### src/rtl/ft600_pkg.sv
// rtl/ft600_pkg.sv - FT600 bus scheduler shared types and width constants
package ft600_pkg;

  localparam int DATA_W = 16;
  localparam int BE_W   = 2;

  typedef enum logic [2:0] {
    ST_IDLE  = 3'd0,
    ST_WRITE = 3'd1,
    ST_RD_OE = 3'd2,
    ST_READ  = 3'd3,
    ST_TURN  = 3'd4
  } state_t;

  typedef enum logic {
    GRANT_WRITE = 1'b0,
    GRANT_READ  = 1'b1
  } grant_t;

endpackage

### src/rtl/ft600_bus_scheduler.sv
// rtl/ft600_bus_scheduler.sv - FT600 245-mode bus arbiter: round-robin read/write bursts with turnaround
module ft600_bus_scheduler
  import ft600_pkg::*;
#(
  parameter int   MAX_BURST = 256,
  parameter logic RR_INIT   = 1'b0
) (
  input  logic              ftdi_clk,
  input  logic              rst,
  input  logic              ftdi_rxf_n,
  input  logic              ftdi_txe_n,
  output logic              ftdi_oe_n,
  output logic              ftdi_rd_n,
  output logic              ftdi_wr_n,
  input  logic [DATA_W-1:0] data_i,
  output logic [DATA_W-1:0] data_o,
  input  logic [BE_W-1:0]   be_i,
  output logic [BE_W-1:0]   be_o,
  output logic              bus_oe,
  input  logic [DATA_W-1:0] tx_data,
  input  logic [BE_W-1:0]   tx_be,
  input  logic              tx_valid,
  output logic              tx_ready,
  output logic [DATA_W-1:0] rx_data,
  output logic [BE_W-1:0]   rx_be,
  output logic              rx_valid,
  input  logic              rx_afull,
  output logic              busy
);

  localparam int CNT_W = $clog2(MAX_BURST + 1);
  localparam logic [CNT_W-1:0] LAST_BEAT = CNT_W'(MAX_BURST - 1);

  state_t           state_q, state_d;
  grant_t           last_q, last_d;
  logic [CNT_W-1:0] cnt_q, cnt_d;
  logic             rd_ok, wr_ok;
  logic             rd_beat, wr_beat;

  assign rd_ok = ~ftdi_rxf_n & ~rx_afull;
  assign wr_ok = tx_valid & ~ftdi_txe_n;
  assign busy  = (state_q != ST_IDLE);

  always_ff @(posedge ftdi_clk) begin
    if (rst) begin
      state_q <= ST_IDLE;
      last_q  <= grant_t'(RR_INIT);
      cnt_q   <= '0;
    end else begin
      state_q <= state_d;
      last_q  <= last_d;
      cnt_q   <= cnt_d;
    end
  end

  always_comb begin
    state_d   = state_q;
    last_d    = last_q;
    cnt_d     = cnt_q;
    ftdi_oe_n = 1'b1;
    ftdi_rd_n = 1'b1;
    ftdi_wr_n = 1'b1;
    bus_oe    = 1'b0;
    tx_ready  = 1'b0;
    data_o    = '0;
    be_o      = '0;
    rd_beat   = 1'b0;
    wr_beat   = 1'b0;
    case (state_q)
      ST_IDLE: begin
        // On a tie the side that did not hold the bus last wins.
        if (rd_ok && (!wr_ok || last_q == GRANT_WRITE)) begin
          state_d = ST_RD_OE;
          last_d  = GRANT_READ;
          cnt_d   = '0;
        end else if (wr_ok) begin
          state_d = ST_WRITE;
          last_d  = GRANT_WRITE;
          cnt_d   = '0;
        end
      end
      ST_WRITE: begin
        bus_oe    = 1'b1;
        tx_ready  = ~ftdi_txe_n;
        wr_beat   = wr_ok;
        ftdi_wr_n = ~wr_beat;
        data_o    = tx_data;
        be_o      = tx_be;
        if (!wr_beat || cnt_q == LAST_BEAT) state_d = ST_TURN;
        if (wr_beat) cnt_d = cnt_q + CNT_W'(1);
      end
      ST_RD_OE: begin
        // The FT600 needs OE_N asserted one cycle before the first RD_N.
        ftdi_oe_n = 1'b0;
        state_d   = ST_READ;
      end
      ST_READ: begin
        ftdi_oe_n = 1'b0;
        rd_beat   = rd_ok;
        ftdi_rd_n = ~rd_beat;
        if (!rd_beat || cnt_q == LAST_BEAT) state_d = ST_TURN;
        if (rd_beat) cnt_d = cnt_q + CNT_W'(1);
      end
      ST_TURN: state_d = ST_IDLE;
      default: state_d = ST_IDLE;
    endcase
  end

  always_ff @(posedge ftdi_clk) begin
    if (rst) begin
      rx_valid <= 1'b0;
      rx_data  <= '0;
      rx_be    <= '0;
    end else begin
      rx_valid <= rd_beat;
      if (rd_beat) begin
        rx_data <= data_i;
        rx_be   <= be_i;
      end
    end
  end

endmodule

### config.mk
export PLATFORM = sky130hd
export DESIGN_NAME = ft600_bus_scheduler
export DESIGN_NICKNAME = d
export VERILOG_FILES = /design/src/rtl/ft600_pkg.sv /design/src/rtl/ft600_bus_scheduler.sv
export SDC_FILE = /design/constraint.sdc
export NUM_CORES = 1
export LEC_CHECK = 0
export CORE_AREA = 4 4 61 74
export DETAILED_ROUTE_END_ITERATION = 8
export DIE_AREA = 0 0 65 78
export PLACE_DENSITY = 0.8
export SETUP_SLACK_MARGIN = 0.4
export SLEW_MARGIN = 15
export SYNTH_ARGS = -nofsm -noshare
export SYNTH_HDL_FRONTEND = slang
export SYNTH_SLANG_ARGS = --single-unit
### constraint.sdc
create_clock -name ftdi_clk -period 3.8 [get_ports ftdi_clk]
set_input_delay 0.95 -clock ftdi_clk [delete_from_list [all_inputs] [get_ports ftdi_clk]]
set_output_delay 0.95 -clock ftdi_clk [all_outputs]
set_load 0.01 [all_outputs]
# ---- Word level (Yosys, flattened, before mapping)
# Cells that the tools add are included.
dict set report word_totals {
  latch_bits 0
  inputBits 42
  rom_bits 0
  output_inout_bits 43
  mem_count 0
  wordCells 58
  register_bits 32
  ramBits 0
}
dict set report op_classes {
  muxes 20
  reduce_logical 14
  n_div 0
  n_mul 0
  n_eq_ne 9
  n_bitwise 8
  order_cmp 0
  shifts 0
  addsub 1
}
# op count
set ops {}
lappend ops {{two-way mux 9 bit} 4}
lappend ops {{case mux 9 bit (3 select lines)} 1}
lappend ops {{two-way mux 16 bit} 1}
lappend ops {{two-way mux 3 bit} 4}
lappend ops {{case mux 3 bit (4 select lines)} 1}
lappend ops {{adder 9 x 1 -> 9 bit, second input constant} 1}
lappend ops {{== test 9 x 8 -> 1 bit, second input constant} 1}
lappend ops {{two-way mux 1 bit} 8}
lappend ops {{!= test 2 bit, second input constant} 4}
lappend ops {{== test 3 x 2 -> 1 bit, second input constant} 2}
lappend ops {{inverter 1 bit} 6}
lappend ops {{nonzero test 3 bit} 2}
lappend ops {{AND reduction 4 bit} 1}
lappend ops {{== test 3 x 1 -> 1 bit, second input constant} 1}
lappend ops {{logical NOT 3 bit} 1}
lappend ops {{logical OR 1 bit} 3}
lappend ops {{!= test 3 bit, second input constant} 1}
lappend ops {{AND reduction 3 bit} 1}
lappend ops {{AND 1 bit} 2}
lappend ops {{logical NOT 1 bit} 2}
lappend ops {{two-way mux 2 bit} 1}
lappend ops {{AND reduction 2 bit} 1}
lappend ops {{nonzero test 2 bit} 1}
lappend ops {{OR reduction 2 bit} 1}
lappend ops {{logical AND 1 bit} 1}

# ---- Longest topological paths before layout
# Gate-level depths: netlist of the first run.
dict set report logic_depth {
  word_depth 7
  mapped_depth 8
  mapped_depth_nobuf 6
}

# ---- Worst setup path after synthesis of the first run
# No wires, ideal clock.
dict set report synth_path {
  path_kind {input to output}
  startpoint {input port rx_afull}
  endpoint {output port ftdi_rd_n}
  n_path_buf 2
  path_slack_ps 1224
  path_stages 5
  t_required_ps 2850
  arrival_ps 1626
  path_cell_list {nor2_2 and3_1 buf_4 inv_2 buf_2}
}
dict set report synth_via {
  elab_chain_cells 4
}
# item line
set synth_lines {}
lappend synth_lines {{from (decl)} ft600_bus_scheduler.sv:27} ;# input logic rx_afull,
lappend synth_lines {{inverter 1 bit} ft600_bus_scheduler.sv:40} ;# assign rd_ok = ~ftdi_rxf_n & ~rx_afull;
lappend synth_lines {{AND 1 bit} ft600_bus_scheduler.sv:40}
lappend synth_lines {{inverter 1 bit} ft600_bus_scheduler.sv:100} ;# ftdi_rd_n = ~rd_beat;
lappend synth_lines {{two-way mux 1 bit} ft600_bus_scheduler.sv:69} ;# case (state_q)
lappend synth_lines {{to (decl)} ft600_bus_scheduler.sv:13} ;# output logic ftdi_rd_n,
# No other way between the ends.

# ---- Worst setup path after layout of the first run
dict set report layout_path {
  startpoint {input port tx_valid}
  endpoint {output port ftdi_wr_n}
}
dict set report layout_via {
  elab_chain_cells 3
}
# item line
set layout_lines {}
lappend layout_lines {{from (decl)} ft600_bus_scheduler.sv:22} ;# input logic tx_valid,
lappend layout_lines {{AND 1 bit} ft600_bus_scheduler.sv:41} ;# assign wr_ok = tx_valid & ~ftdi_txe_n;
lappend layout_lines {{inverter 1 bit} ft600_bus_scheduler.sv:86} ;# ftdi_wr_n = ~wr_beat;
lappend layout_lines {{two-way mux 1 bit} ft600_bus_scheduler.sv:69}
lappend layout_lines {{to (decl)} ft600_bus_scheduler.sv:14} ;# output logic ftdi_wr_n,
# No other way between the ends.

==> results of run 1 <==
==> flip-flops by register name, indices dropped and copies added, names as in the netlist <==
register  count
cnt_q         9
rx_data      16
last_q        1
state_q       3
rx_valid      1
rx_be         2
==> worst paths after layout <==
| path | startpoint | endpoint | slack, ns |
|---|---|---|---|
| max | tx_valid | ftdi_wr_n | 0.54 |
| max reg2reg | state_q[2]$_SDFFE_PP0P_ | cnt_q[7]$_SDFFE_PP0P_ | 2.18 |
| min | rx_data[11]$_SDFFE_PP0P_ | rx_data[11]$_SDFFE_PP0P_ | 0.45 |
| min reg2reg | rx_data[11]$_SDFFE_PP0P_ | rx_data[11]$_SDFFE_PP0P_ | 0.45 |
==> placed cells by master (no fill, tap or decap), types with 5 or more instances in the layout <==
cell,n
clkdlybuf4s50_1,82
o21ai_0,6
nand2_1,44
dfxtp_1,32
inv_1,5
and2_1,18
clkbuf_8,5
a21oi_1,27
or3_1,5
nor2_1,6
==> tightest hold or removal path: cells and delay by family (launching register included) <==
family	cells	cell delay [ns]
flops	1	0.31
compound gates	1	0.05
simple gates	1	0.05
==> through the flow <==
stage | worst slack, ns | utilization | std cells
after floorplan | 1.22 | - | 186
after global placement | 0.409 | 0.607 | 317
after CTS | 0.418 | 0.637 | 325
after global routing | 0.439 | 0.638 | 325
final | 0.536 | 0.638 | 325
after detailed placement | 0.405 | 0.607 | 317
==> layer usage <==
metal / up-vias / wire (µm) / GRT usage
met4: 0 / 36 / 0.0592
met5: - / 0 / 0
li1: 786 / - / -
met3: 4 / 322 / 0.0550
met1: 676 / 1390 / 0.154
met2: 58 / 1960 / 0.288
==> layout make-up <==
class / count / area (µm²)
fillers: 341 / 1390
repair buffers: 88 / 876
multi-input cells: 137 / 741
flip-flops and latches: 32 / 641
clock buffers: 6 / 72.6
well taps: 54 / 67.6
clock inverters: 2 / 35.0
inverters: 6 / 22.5
==> cell families (layout without fill, tap and decap cells) <==
family / after synthesis / count (layout) / share of synthesized area
simple gates: 93 / 93 / 0.316
compound gates: 39 / 39 / 0.150
flops: 32 / 32 / 0.438
buf+inv: 17 / 102 / 0.0598
fa+ha+maj: 2 / 2 / 0.0171
xor+xnor: 2 / 2 / 0.0120
mux: 1 / 1 / 0.00684
==> timing repair <==
action                     in CTS  in global routing
setup buffers                   0                  0
hold buffers                    0                  0
gates resized for setup         1                  2
setup endpoints to repair       1                  1
==> where the power goes <==
group	switching, mW	leakage (nW)	internal (mW)
clock network	0.120	0.0552	0.194
registers	0.00961	0.258	0.342
logic	0.0655	0.561	0.101
==> flow_summary_export.csv, run 1 <==
group,metric,value,unit
clocking,cts_tree,"yes",
timing,hold_viol_final,0,
die,die_h,78,µm
synthesis,yosysSeqAreaShare,0.438,
critical_path,cp_top_family,"buffers and inverters",
layout,layout-drive-gt1-share,0.0627,
timing,slew_headroom,0.572,
routing,wl_per_cell,11.4,µm
global_routing,grt_use_total,0.155,
routing,ant_nets,0,
synthesis,ys_ff_latch,32,
layout,fin_area,2450,µm²
clocking,clockRootBuffer,"clkbuf_8",
timing,setup_tns,0,ns
layout,area_growth,67.7,%
routing,vias_per_cell,4.69,
layout,insertedDiodeCount,0,
clocking,numCtsBuffers,5,
critical_path,slowest_delay,0.50,ns
synthesis,synth.most_common_cell,"nand2_1",
global_routing,grt_pass1_vias,1457,
critical_path,start_kind,"input port",
power_and_ir_drop,power.total,833,µW
die,core_area,3850,µm²
timing,setup_viol,0,
clocking,clkTransAtPathRegs,0.07,ns
timing,worst_slew_pin_slew,0.642,ns
synthesis,synth.avg_cell_area,7.87,µm²
power_and_ir_drop,p_per_area,339,nW/µm²
timing,fin_crit_sh,0.859,
critical_path,critPathMostFrequentCell,"clkdlybuf4s50_1",
routing,drc,0,
clocking,clock_latency,0.27,ns
clocking,clock-sinks,32,
power_and_ir_drop,leakage,0.874,nW
synthesis,synth.top_cell.area_share,0.438,
routing,drt_iter0_drc,60,
critical_path,critPathBufInv,2,
clocking,htree_levels,2,
timing,timing.hold.ws,0.452,ns
power_and_ir_drop,vdd_drop_max,0.193,mV
die,start_util,0.380,
critical_path,end_kind,"primary output",
synthesis,syn_nets,230,
timing,period_needed,3.26,ns
timing,grt_setup_unrepaired,"no",
critical_path,cp_max_fo,5,
routing,drt-pass1-iter-count,6,
die,ios,85,
critical_path,crit_cells,4,
synthesis,yosys.area.top_type,"dfxtp_1",
global_routing,grt_pass1_wl,6170,µm
layout,nets,314,
placement,port_buffers,84,
timing,skew,0.00484,ns
critical_path,crit_slowest_cell,"clkdlybuf4s50_1",
die,die_w,65,µm
worst_hold_path,holdCritPathClass,"register to register",
routing,drt-total-wl,3710,µm
status,outcome,"complete, no violations",
placement,gp_congestion,0.751,
synthesis,ys_async_sr_fraction,0,
synthesis,synthFlopType,"dfxtp_1",
critical_path,path_cells,"clkdlybuf4s50_1, nor2b_1, nand2_1, clkdlybuf4s50_1",
timing,drv_slew,0,
synthesis,synthTopCellsByCount,"nand2_1 (44), dfxtp_1 (32), a21oi_1 (27)",
placement,place_area,2340,µm²
critical_path,r2r_cells,4,
synthesis,synthTopCellsByArea,"dfxtp_1 (44%), nand2_1 (11%), a21oi_1 (9.2%), and2_1 (7.7%), or3_1 (2.1%)",
routing,via_count,1524,
global_routing,overflow,0,
placement,hpwl,2890,µm
worst_hold_path,hold_depth,2,
synthesis,syn_area,1460,µm²
run,max_cap_violations,0,
critical_path,cp_data_required_time,2.85,ns
global_routing,grt_max_degree,24,
synthesis,synth_edf_count,0,
synthesis,yosys_warnings,0,
synthesis,synth_cells,186,
critical_path,cp_data_arrival_time,2.31,ns
synthesis,synth_cell_types,34,
critical_path,setup.worst_path.class,"input port to primary output",
die,die-area,5070,µm²
clocking,clockBufferDepth,2,
timing,max_freq,306,MHz
global_routing,antenna_found_initial,0,
die,placement_rows,25,
Note: power is estimated with default switching activity, not from simulation.
==> inputs of run 2 (changes only) <==
- CORE_AREA: 4 4 61 74 -> 2 2 59 72
- DIE_AREA: 0 0 65 78 -> 0 0 61 74
==> run 2 against run 1 <==
  * Critical path type unchanged
  * Largest power group unchanged
  * Fmax is 4.8% higher
  * Setup slack improved by 0.15 ns
  * Global-route usage up 1.6 points
==> flow_summary_export.csv, run 2 (synthesis gave the netlist of run 1 again) <==
group,metric,value,unit
critical_path,critPathMostFrequentCell,"clkdlybuf4s50_1",
die,start_util,0.380,
layout,largest_register_ffs,16,
global_routing,grt_pass1_wl,5840,µm
routing,wl_per_cell,11.1,µm
global_routing,grt_use_total,0.171,
clocking,htree_levels,2,
power_and_ir_drop,swShare,0.224,
critical_path,crit_slowest_cell,"clkdlybuf4s50_1",
routing,via_count,1535,
layout,multi_input_area,741,µm²
critical_path,cp_data_arrival_time,2.16,ns
critical_path,r2r_cells,6,
timing,fin_crit_sh,0.819,
global_routing,grt_max_degree,24,
placement,hpwl,2750,µm
clocking,clockRootBuffer,"clkbuf_8",
die,die_w,61,µm
power_and_ir_drop,sequentialPowerShare,0.404,
global_routing,antenna_found_initial,0,
worst_hold_path,hold_depth,2,
power_and_ir_drop,p_per_area,351,nW/µm²
clocking,clock_latency,0.28,ns
timing,setup_tns,0,ns
timing,worst_slew_pin_slew,0.623,ns
power_and_ir_drop,vdd_drop_max,0.167,mV
die,die-area,4510,µm²
critical_path,cp_data_required_time,2.85,ns
timing,hold_viol_final,0,
timing,skew,0.00301,ns
worst_hold_path,holdCritPathClass,"register to register",
layout,fin_util,0.647,
power_and_ir_drop,power.switching,195,µW
timing,period_needed,3.11,ns
die,placement_rows,25,
layout,reg_top3,"rx_data: 16 flops, cnt_q: 9 flops, state_q: 3 flops",
critical_path,setup.worst_path.class,"input port to primary output",
layout,largest_register,"rx_data",
die,ios,85,
global_routing,grt_pass1_vias,1438,
clocking,cts_setup_buffers,0,
placement,post-place-ws,0.432,ns
layout,fill_cells,335,
layout,seq_area,641,µm²
critical_path,end_kind,"primary output",
timing,setup_viol,0,
die,core_area,3850,µm²
layout,insertedDiodeCount,0,
layout,mostFrequentLayoutCells,"clkdlybuf4s50_1 (82), nand2_1 (44), dfxtp_1 (32)",
critical_path,path_cells,"clkdlybuf4s50_1, nor2b_1, nand2_1, clkdlybuf4s50_1",
layout,mostFrequentLayoutCell,"clkdlybuf4s50_1",
clocking,cts_tree,"yes",
clocking,clock-sinks,32,
critical_path,start_kind,"input port",
clocking,numCtsBuffers,5,
timing,drv_slew,0,
critical_path,slowest_delay,0.49,ns
clocking,cts_hold_buffers,0,
placement,gp_congestion,0.788,
global_routing,overflow,0,
layout,nets,316,
routing,drt_iter0_drc,51,
run,max_cap_violations,0,
timing,slew_headroom,0.585,
status,outcome,"complete, no violations",
routing,drt-total-wl,3650,µm
power_and_ir_drop,combPwrFrac,0.195,
routing,vias_per_cell,4.69,
critical_path,cp_max_fo,2,
placement,port_buffers,84,
routing,ant_nets,0,
timing,grt_setup_unrepaired,"no",
routing,drt-pass1-iter-count,4,
routing,drc,0,
power_and_ir_drop,leakage,0.894,nW
clocking,clockBufferDepth,2,
timing,fin_ws,0.687,ns
layout,area_growth,70.0,%
power_and_ir_drop,p_int,678,µW
layout,fin_cells,327,
placement,dp_cells,319,
die,die_h,74,µm
layout,layout-drive-gt1-share,0.0733,
power_and_ir_drop,power.clock.fraction,0.402,
timing,max_freq,321,MHz
clocking,clkTransAtPathRegs,0.06,ns
==> run 2: changes by cell type in the layout (fill, tap and decap cells not counted) <==
cell,previous run,this run
buf_4,4,6
clkbuf_8,5,7
clkbuf_1,1,0
clkinv_2,1,0
==> run 2: critical path, delay by kind of cell <==
family / cells / cell delay [ns]
buf+inv: 2 / 0.93
simple gates: 2 / 0.28
==> run 2: metal layers <==
metal / part of all wire / vias up / global-route usage / wire [µm]
li1: - / 789 / - / -
met2: 0.50 / 54 / 0.303 / 1830
met4: 0.018 / 0 / 0.0773 / 65
met3: 0.063 / 6 / 0.0522 / 230
met5: 0 / - / 0 / 0
met1: 0.42 / 686 / 0.184 / 1520
==> run 2: final cells by class <==
| cell class | instances | share of cell area |
|---|---|---|
| clock buffers | 7 | 0.0387 |
| multi-input cells | 137 | 0.298 |
| repair buffers | 90 | 0.358 |
| inverters | 6 | 0.00905 |
| clock inverters | 1 | 0.0121 |
| flip-flops and latches | 32 | 0.257 |
| well taps | 54 | 0.0271 |
==> run 2: final timing paths <==
path,from,to,slack (ns)
min reg2reg,rx_data[0]$_SDFFE_PP0P_,rx_data[0]$_SDFFE_PP0P_,0.45
min,rx_data[0]$_SDFFE_PP0P_,rx_data[0]$_SDFFE_PP0P_,0.45
max,tx_valid,ftdi_wr_n,0.69
max reg2reg,state_q[0]$_SDFFE_PP0P_,state_q[2]$_SDFFE_PP0P_,2.22
==> run 2: what timing repair did <==
item | CTS | global route
hold endpoints to repair | 0 | 0
setup endpoints to repair | 0 | 1
resized for setup | 0 | 3
==> run 2: power by group through the flow <==
stage               sequential (mW)  combinational [mW]  clock (mW)
global placement              0.359               0.169           0
finish                        0.352               0.170       0.351
detailed placement            0.359               0.170           0
global route                  0.353               0.185       0.373
CTS                           0.352               0.171       0.361
floorplan                     0.355              0.0763           0
==> run 2: through the flow <==
| step | instance area (µm²) | power (mW) | hold WS [ns] |
|---|---|---|---|
| after detailed placement | 2350 | 0.530 | 0.447 |
| after CTS | 2480 | 0.885 | 0.456 |
| after global placement | 2350 | 0.528 | 0.441 |
| after global routing | 2490 | 0.911 | 0.469 |
| final | 2490 | 0.873 | 0.453 |
| after floorplan | 1460 | 0.431 | 0.436 |
==> inputs of run 3 (changes only) <==
- CORE_AREA: 2 2 59 72 -> 2 2 63 77
- DIE_AREA: 0 0 61 74 -> 0 0 65 79
- PLACE_DENSITY: 0.8 -> 0.74
- clock period: 3.8 -> 2.6 ns (I/O delays scaled with it)
==> run 3 against run 2 <==
  * Count of clock-buffer cells in the layout decreased by 2
  * Via count rose by 1.2%
  * Clock skew rose by 0.0024 ns
  * Global-route usage decreased by 1.9 points
  * Routed wire length rose by 3.9%
  * Final area up 1.4%
  * Hold slack improved by 0.00054 ns
  * Flip-flop and latch count is the same
  * Register-to-register slack got worse by 1.2 ns
  * Sequential share of layout area about the same
  * Die area grew 14%
  * Setup slack worse by 0.48 ns
==> flow_summary_export.csv, run 3 (synthesis gave the netlist of run 1 again) <==
group,metric,value,unit
status,outcome,"complete, no violations",
timing,fin_ws,0.203,ns
power_and_ir_drop,power.total,1.25,mW
global_routing,grt_pass1_wl,6110,µm
layout,mostFrequentLayoutCell,"clkdlybuf4s50_1",
placement,gp_congestion,0.738,
critical_path,crit_slowest_cell,"clkdlybuf4s50_1",
timing,period_needed,2.40,ns
timing,hold_viol_final,0,
routing,ant_nets,0,
timing,max_freq,417,MHz
layout,nets,321,
layout,reg_top3,"rx_data: 16 flops, cnt_q: 9 flops, state_q: 3 flops",
timing,worst_slew_pin_slew,0.704,ns
die,placement_rows,27,
routing,via_count,1554,
critical_path,cp_data_arrival_time,1.75,ns
layout,fin_area,2520,µm²
global_routing,grt_pass1_vias,1411,
global_routing,overflow,0,
die,core_area,4430,µm²
timing,slew_headroom,0.531,
critical_path,end_kind,"primary output",
global_routing,grt_max_degree,23,
global_routing,grt_use_total,0.153,
critical_path,slowest_delay,0.53,ns
critical_path,setup.worst_path.class,"input port to primary output",
critical_path,critPathMostFrequentCell,"clkdlybuf4s50_1",
critical_path,cp_data_required_time,1.95,ns
clocking,clockRootBuffer,"clkbuf_8",
run,max_cap_violations,0,
placement,place_area,2360,µm²
die,die_w,65,µm
global_routing,grtUsageMet1,0.161,
timing,fin_crit_sh,0.922,
timing,skew,0.00537,ns
worst_hold_path,hp-start,"rx_data[6]$_SDFFE_PP0P_",
clocking,cts_tree,"yes",
global_routing,met3_usage,0.0453,
die,die_h,79,µm
clocking,htree_levels,2,
critical_path,rr_endpoint,"cnt_q[1]$_SDFFE_PP0P_",
routing,wl_per_cell,11.3,µm
routing,drt-pass1-iter-count,4,
critical_path,start_kind,"input port",
routing,drt-total-wl,3790,µm
power_and_ir_drop,p_per_area,496,nW/µm²
routing,vias_per_cell,4.63,
layout,insertedDiodeCount,0,
global_routing,antenna_found_initial,0,
routing,drc,0,
clocking,clkTransAtPathRegs,0.06,ns
timing,setup_viol,0,
power_and_ir_drop,vdd_drop_max,0.204,mV
clocking,clock_latency,0.28,ns
layout,largest_register,"rx_data",
die,ios,85,
layout,layout-drive-gt1-share,0.112,
critical_path,reg2reg_from,"state_q[1]$_SDFFE_PP0P_",
placement,post-place-ws,-0.111,ns
worst_hold_path,holdCritPathClass,"register to register",
critical_path,endpoint,"data_o[0]",
layout,area_growth,72.4,%
critical_path,ff2ff_setup_slack,1.01,ns
timing,grt_setup_unrepaired,"yes",
global_routing,grt.busiest_layer,"met2",
die,die-area,5140,µm²
placement,port_buffers,84,
clocking,numCtsBuffers,5,
critical_path,cp_max_fo,1,
layout,mostFrequentLayoutCells,"clkdlybuf4s50_1 (74), nand2_1 (44), dfxtp_1 (29)",
global_routing,grtUsageMet2,0.276,
clocking,cts_hold_buffers,0,
critical_path,path_cells,"clkdlybuf4s50_1, and2_1, clkdlybuf4s50_1",
routing,drt_iter0_drc,71,
layout,largest_register_ffs,16,
clocking,clockBufferDepth,2,
critical_path,r2r_cells,4,
clocking,clock-sinks,32,
critical_path,crit_start,"tx_data[0]",
timing,timing.hold.ws,0.454,ns
die,start_util,0.331,
placement,hpwl,2750,µm
timing,drv_slew,0,
layout,fin_util,0.570,
power_and_ir_drop,leakage,0.944,nW
[run 3: metal layers]
metal | vias to the layer above | wire, µm
li1 | 797 | -
met1 | 693 | 1540
met2 | 58 | 1920
met3 | 6 | 258
met4 | 0 | 63
met5 | - | 0
[run 3: layout make-up]
type | instances | area, µm²
Sequential cell | 32 | 649
Tap cell | 58 | 72.6
Timing Repair Buffer | 94 | 911
Inverter | 6 | 22.5
Fill cell | 422 | 1900
Clock inverter | 3 | 42.5
Clock buffer | 5 | 68.8
Multi-Input combinational cell | 138 | 757
[run 3: metrics by stage]
step | setup TNS (ns) | std cells
finish | 0 | 336
CTS | 0 | 334
detailed placement | -0.111 | 324
global placement | -0.107 | 324
floorplan | 0 | 186
global route | 0 | 336
[run 3: repair_timing]
item	in CTS	in global routing
pin swaps	2	1
setup buffers	1	1
endpoints found under the setup margin	23	22
gates resized for setup	21	7
cloned	1	1
[run 3: how the worst min path moves through the flow]
stage | end | slack [ns] | cells after the start
floorplan | cnt_q[8]$_SDFFE_PP0P_ | 0.44 | 2
global placement | rx_data[3]$_SDFFE_PP0P_ | 0.44 | 2
detailed placement | rx_data[1]$_SDFFE_PP0P_ | 0.45 | 2
CTS | rx_data[1]$_SDFFE_PP0P_ | 0.46 | 2
global route | rx_data[1]$_SDFFE_PP0P_ | 0.47 | 2
finish | rx_data[6]$_SDFFE_PP0P_ | 0.45 | 2
[run 3: worst max-delay path, delay by kind of cell]
| kind | cells | cell delay, ns |
|---|---|---|
| buffers and inverters | 2 | 0.98 |
| and+or+nand+nor | 1 | 0.12 |
[run 3: power breakdown]
part           switching [mW]  internal, mW
registers              0.0152         0.501
logic                   0.102         0.158
clock network           0.190         0.283
total                   0.308         0.943
